[config.mk]
export PLATFORM = sky130hd
export DESIGN_NAME = sobel_mag_sq_stream
export DESIGN_NICKNAME = d
export VERILOG_FILES = /design/src/rtl/sobel_mag_sq_stream.sv
export SDC_FILE = /design/constraint.sdc
export NUM_CORES = 2
export LEC_CHECK = 0
export ABC_AREA = 1
export CAP_MARGIN = 30
export CORE_MARGIN = 2
export CORE_UTILIZATION = 45
export CTS_CLUSTER_DIAMETER = 40
export DETAILED_ROUTE_END_ITERATION = 6
export PLACE_DENSITY_LB_ADDON = 0.08
export SLEW_MARGIN = 20
export SYNTH_ARGS = -nofsm -noshare
export SYNTH_HDL_FRONTEND = slang
export SYNTH_SLANG_ARGS = --single-unit
[constraint.sdc]
create_clock -name clk -period 4.15 [get_ports clk]
set_input_delay 0.6225 -clock clk [delete_from_list [all_inputs] [get_ports clk]]
set_output_delay 0.6225 -clock clk [all_outputs]
set_load 0.02 [all_outputs]
[src/rtl/sobel_mag_sq_stream.sv]
// sobel_mag_sq_stream
//   Streaming 3x3 Sobel filter. It returns the squared gradient magnitude,
//   saturated to 16 bits, so that a later 16-bit square-root stage can use it.
//   Pixels arrive in raster order. Gaps are allowed, and there is no backpressure.
//   A result is produced for every interior window centre. It appears exactly
//   3 cycles after the clock edge that accepts the window's bottom-right pixel.
//
// Ports
//   clk        single clock; all state changes on its rising edge
//   rst_n      asynchronous active-low reset
//   pix_valid  pix_in carries a pixel this cycle
//   pix_in     8-bit greyscale pixel
//   sof        start of frame (qualified by pix_valid); forces position (0,0)
//   R          min(ax*ax + ay*ay, 65535), where ax = |Gx|>>2 and ay = |Gy|>>2
//   R_valid    R is valid this cycle
//   R_eof      R is the last interior result of the frame
module sobel_mag_sq_stream #(
  parameter int IMG_WIDTH  = 64,
  parameter int IMG_HEIGHT = 64
) (
  input  logic        clk,
  input  logic        rst_n,
  input  logic        pix_valid,
  input  logic [7:0]  pix_in,
  input  logic        sof,
  output logic [15:0] R,
  output logic        R_valid,
  output logic        R_eof
);

  localparam int CW = $clog2(IMG_WIDTH);
  localparam int RW = $clog2(IMG_HEIGHT);

  logic [CW-1:0] col, cur_col;
  logic [RW-1:0] row, cur_row;
  logic          qualify, last_pix;

  // A pixel that carries sof is (0,0), whatever the counters say.
  always_comb begin
    cur_col  = sof ? '0 : col;
    cur_row  = sof ? '0 : row;
    qualify  = pix_valid && (cur_row >= RW'(2)) && (cur_col >= CW'(2));
    last_pix = (cur_row == RW'(IMG_HEIGHT - 1)) && (cur_col == CW'(IMG_WIDTH - 1));
  end

  // NOTE: sequential state uses non-blocking assignments only. Every register
  // then samples the value it had before the edge, with no dependence on
  // evaluation order.
  always_ff @(posedge clk or negedge rst_n) begin
    if (!rst_n) begin
      col <= '0;
      row <= '0;
    end else if (pix_valid) begin
      if (cur_col == CW'(IMG_WIDTH - 1)) begin
        col <= '0;
        row <= last_pix ? '0 : cur_row + RW'(1);
      end else begin
        col <= cur_col + CW'(1);
        row <= cur_row;
      end
    end
  end

  // Line buffers and the 3x3 window. p[r][c]: r=2 is the current row and
  // c=2 is the newest column.
  logic [7:0] lb1 [IMG_WIDTH];   // row-1
  logic [7:0] lb2 [IMG_WIDTH];   // row-2
  logic [7:0] p   [3][3];

  // NOTE: the memories and the window have no reset. Stale contents are never
  // used, because the valid bits only rise once two full rows and two pixels
  // of the current frame have been accepted.
  always_ff @(posedge clk) begin
    if (pix_valid) begin
      lb1[cur_col] <= pix_in;
      lb2[cur_col] <= lb1[cur_col];
      for (int r = 0; r < 3; r++) begin
        p[r][0] <= p[r][1];
        p[r][1] <= p[r][2];
      end
      p[0][2] <= lb2[cur_col];
      p[1][2] <= lb1[cur_col];
      p[2][2] <= pix_in;
    end
  end

  // Gradient partial sums. The inputs are unsigned and each sum is at most
  // 1020, so it fits in 12 bits. The difference of two sums lies in +-1020.
  logic [11:0] gx_pos, gx_neg, gy_pos, gy_neg;

  // NOTE: every always_comb output gets a value on every path, so no latch
  // is inferred.
  always_comb begin
    gx_pos = 12'(p[0][2]) + {3'b0, p[1][2], 1'b0} + 12'(p[2][2]);
    gx_neg = 12'(p[0][0]) + {3'b0, p[1][0], 1'b0} + 12'(p[2][0]);
    gy_pos = 12'(p[2][0]) + {3'b0, p[2][1], 1'b0} + 12'(p[2][2]);
    gy_neg = 12'(p[0][0]) + {3'b0, p[0][1], 1'b0} + 12'(p[0][2]);
  end

  // Pipeline data registers. These advance every cycle; the valid bits below
  // decide what is used.
  logic signed [11:0] gx_q, gy_q;
  logic        [11:0] gx_abs, gy_abs;
  logic        [7:0]  ax, ay;
  logic        [15:0] sqx_q, sqy_q;
  logic        [16:0] sum;

  always_comb begin
    gx_abs = gx_q[11] ? 12'(-gx_q) : 12'(gx_q);
    gy_abs = gy_q[11] ? 12'(-gy_q) : 12'(gy_q);
    ax     = 8'(gx_abs >> 2);
    ay     = 8'(gy_abs >> 2);
    sum    = 17'(sqx_q) + 17'(sqy_q);
  end

  always_ff @(posedge clk) begin
    gx_q  <= $signed(gx_pos - gx_neg);
    gy_q  <= $signed(gy_pos - gy_neg);
    sqx_q <= 16'(ax) * 16'(ax);
    sqy_q <= 16'(ay) * 16'(ay);
  end

  // Valid and eof tags follow the data. Stage 0 is the window and stage 1
  // is Gx/Gy. Stage 2 holds the squares, and stage 3 is the output register R.
  logic v0, v1, v2, e0, e1, e2;

  always_ff @(posedge clk or negedge rst_n) begin
    if (!rst_n) begin
      v0      <= 1'b0;
      v1      <= 1'b0;
      v2      <= 1'b0;
      e0      <= 1'b0;
      e1      <= 1'b0;
      e2      <= 1'b0;
      R       <= '0;
      R_valid <= 1'b0;
      R_eof   <= 1'b0;
    end else begin
      v0      <= qualify;
      e0      <= qualify && last_pix;
      v1      <= v0;
      e1      <= e0;
      v2      <= v1;
      e2      <= e1;
      R_valid <= v2;
      R_eof   <= v2 && e2;
      if (v2) R <= sum[16] ? 16'hFFFF : sum[15:0];
    end
  end

endmodule

==> run metrics <==
area post-placement 0.05830 sq mm; clock tree from TritonCTS yes; worst setup slack after layout -0.3039 ns; cell row count 127; cell mode on critical path fa_1; Post-synth ARST share 3.041%; clock sinks 1184; drt first pass iters 6; gr usage total between 20% and 30%; minimum clock period 4.454 ns; clk slew on worst S/H paths 0.06 ns; failing checks setup timing; initial core utilization approximately 45%; worst path buffer plus inverter count 6; estimated wirelength of the detail-placed design 91990 microns; Area Overhead vs Synth 19.70%; status finished with violations; post-synthesis mux area share 0%; Clk Latency, worst-skew pair 0.77 ns; Crit-path slowest cell fa_1; post-synthesis xor/xnor area fraction 1.070%; number of synthesized register bits 1184; crit path max fanout 4; Startpoint Class flip-flop; RSZ-0062 raised after global routing true; first-pass GRT wire length 222600 microns; Final Cell Area ~0.065 sq mm; area fraction in and, or, nand and nor cells after synthesis 20.88%; largest net degree at the start of global routing 78; Max-cap violations 0; NumNets Final 5752; period utilization 107.3%; core area 0.1195 sq mm; vias per cell 5.028; Peak Freq 224.5 MHz; max incr delay on CP 0.52 ns; Slew @ Worst Pin 1.003 ns; initial drt markers a little under 3000; Yosys Warn Count 0; Max-Slew Margin vs Limit roughly a third; clock tree buffer depth 3; multi-input logic area 0.01755 sq mm; # DRC 0; Post-Syn Nets ~5500; skew final 0.03597 ns; Ports 30; Num CTS Buffers 170; Placer Congestion ~0.88; total grt overflow 0; Root Buffer clkbuf_16; fin. max-slew vios 0; vias in the first global route approximately 35000; Final Hold Viols 0; synthesized area per cell about 10 sq um; Die ar. 0.1229 sq mm; ANT nets after route 0; initial antenna violation count 2; Adder-Cell Fraction of Synth Area 6.557%; Yosys cell types 42; Synth Cell Area 0.05404 sq mm; Final Setup Violations 15; Syn Inst Count 5223; Post-synth EDFFs 1096; CP required approximately 4.8 ns; worst-path cell chain nor2_4, nand4_1, nand2_2, buf_4, xor2_2, buf_4, nand2_1, fa_1, inv_2, fa_1, fa_1, inv_1, fa_1, inv_2, ha_4, nand2_1, o21a_1, o21ai_2, buf_4, a21oi_2, xnor2_1; post-synth top area share 60.90%; Sequential Area 0.03486 sq mm; sequential area share after synthesis ~64%; setup tns final -2.842 ns; chip height 350.5 microns; fillers roughly 10000; Synth area leaders edfxtp_1 61%, nand2_1 17%, fa_1 4.1%; Setup CP Type flip-flop to flip-flop; WL/cell 20.35 microns; min-delay worst type primary input to flip-flop; crit-path leading delay family adder cells; H-tree depth 4; PortBufs 29; Die Width between 300 and 400 microns; share of cells above drive strength 1 13.00%; CP arrival slightly above 5 ns; Synth Area in Compound Gates 2.797%; largest family of logic cells by synthesized area simple AND/OR/NAND/NOR gates; critical path endpoint category flip-flop; routed wire length 148200 microns; dominant synthesized flop cell edfxtp_1; via count 36610; final core utilization about 54%; largest area contributor in the netlist edfxtp_1
## state kept, by name, indices dropped and copies added (netlist names), 6 cells and up
register / flops
sqy_q: 15
gx_q: 11
R: 16
lb1: 512
p: 72
sqx_q: 15
lb2: 512
gy_q: 11
col: 6
row: 6
## logic make-up (layout without fill, tap and decap cells)
group / Yosys count / in the layout
and+or+nand+nor: 2929 / 2929
DFF: 1184 / 1184
buffers and inverters: 540 / 985
AOI/OAI and AO/OA: 288 / 288
adders and majority gates: 216 / 216
xor gates and xnor gates: 66 / 66
other: 0 / 2
## layout make-up
cell class | instances | share of cell area, %
Timing Repair Buffer | 341 | 4.925
Antenna cell | 2 | 0.007737
Multi-Input combinational cell | 3499 | 27.13
Sequential cell | 1184 | 53.88
Tap cell | 1612 | 3.118
Clock buffer | 186 | 6.816
Inverter | 328 | 1.921
Clock inverter | 130 | 2.197
## Yosys cell counts, types with 6 or more instances
cell type  count
a21oi_1      164
buf_1         18
buf_2        161
buf_4          8
clkbuf_1      24
dfrtp_1       36
dfxtp_1       52
edfxtp_1    1096
fa_1         112
ha_1         104
inv_1        322
nand2_1     2507
nand3_1      135
nand3b_1       6
nand4_1        9
nor2_1       242
nor2_2         6
nor3_1        11
o211ai_1       7
o21ai_0       72
o21ai_1       22
o21bai_1       8
xnor2_1       18
xor2_1        48
## worst register-to-register path, stage by stage (launching register included)
cell     delay, ns
dfxtp_2       0.33
nor2_4        0.11
nand4_1       0.20
nand2_2       0.15
buf_4         0.12
xor2_2        0.16
buf_4         0.17
nand2_1       0.07
fa_1          0.52
inv_2         0.06
fa_1          0.48
fa_1          0.49
inv_1         0.05
fa_1          0.49
inv_2         0.05
ha_4          0.26
nand2_1       0.05
o21a_1        0.18
o21ai_2       0.08
buf_4         0.15
a21oi_2       0.05
xnor2_1       0.11
## layout by cell type, fill, tap and decap left out, types with 28 or more instances in the layout
cell type	instances
dfxtp_1	50
buf_4	262
buf_12	45
o21ai_0	59
edfxtp_1	1096
clkbuf_16	174
inv_1	306
a21oi_1	151
nand2_1	2477
nand3_1	132
dfrtp_1	36
clkinv_1	30
nor2_1	221
ha_1	94
nand2_2	28
fa_1	110
xor2_1	39
## repair_timing
item,4_1_cts,5_1_grt
hold buffers,1,0
pin swaps,12,24
endpoints found under the hold margin,36,0
cloned,0,0
endpoints found under the setup margin,16,20
gates resized for setup,43,60
buffers inserted,5,5
## worst paths after layout
kind                       startpoint   endpoint  slack [ns]  cells past startpoint
setup / recovery              gx_q[1]  sqx_q[13]       -0.30                     21
hold / removal              pix_valid     col[5]        0.24                      2
setup reg to reg              gx_q[1]  sqx_q[13]       -0.30                     21
hold reg to reg                    v1         v2        0.35                      0
max in group asynchronous       rst_n         v2        3.37                      3
min in group asynchronous       rst_n       R[6]        0.31                      2
## metrics by stage
stage / hold slack [ns] / setup WS [ns] / instances
floorplan: 0.3269 / -0.1617 / 5223
global placement: 0.3338 / -0.3814 / 6950
detailed placement: 0.3379 / -0.3931 / 6951
CTS: 0.1846 / -0.2992 / 7272
global route: 0.2037 / -0.5299 / 7280
finish: 0.2366 / -0.3039 / 7282
## per-layer routing
metal | GRT usage [%] | vias up | share of wire (%)
li1 | - | 17680 | -
met1 | 33.98 | 17730 | 45
met2 | 39.40 | 966 | 47
met3 | 3.568 | 238 | 5.6
met4 | 7.918 | 0 | 2.7
met5 | 0 | - | 0
Power is not shown: default switching activity piles up to over one toggle a cycle in this logic, so the estimate is an artifact.
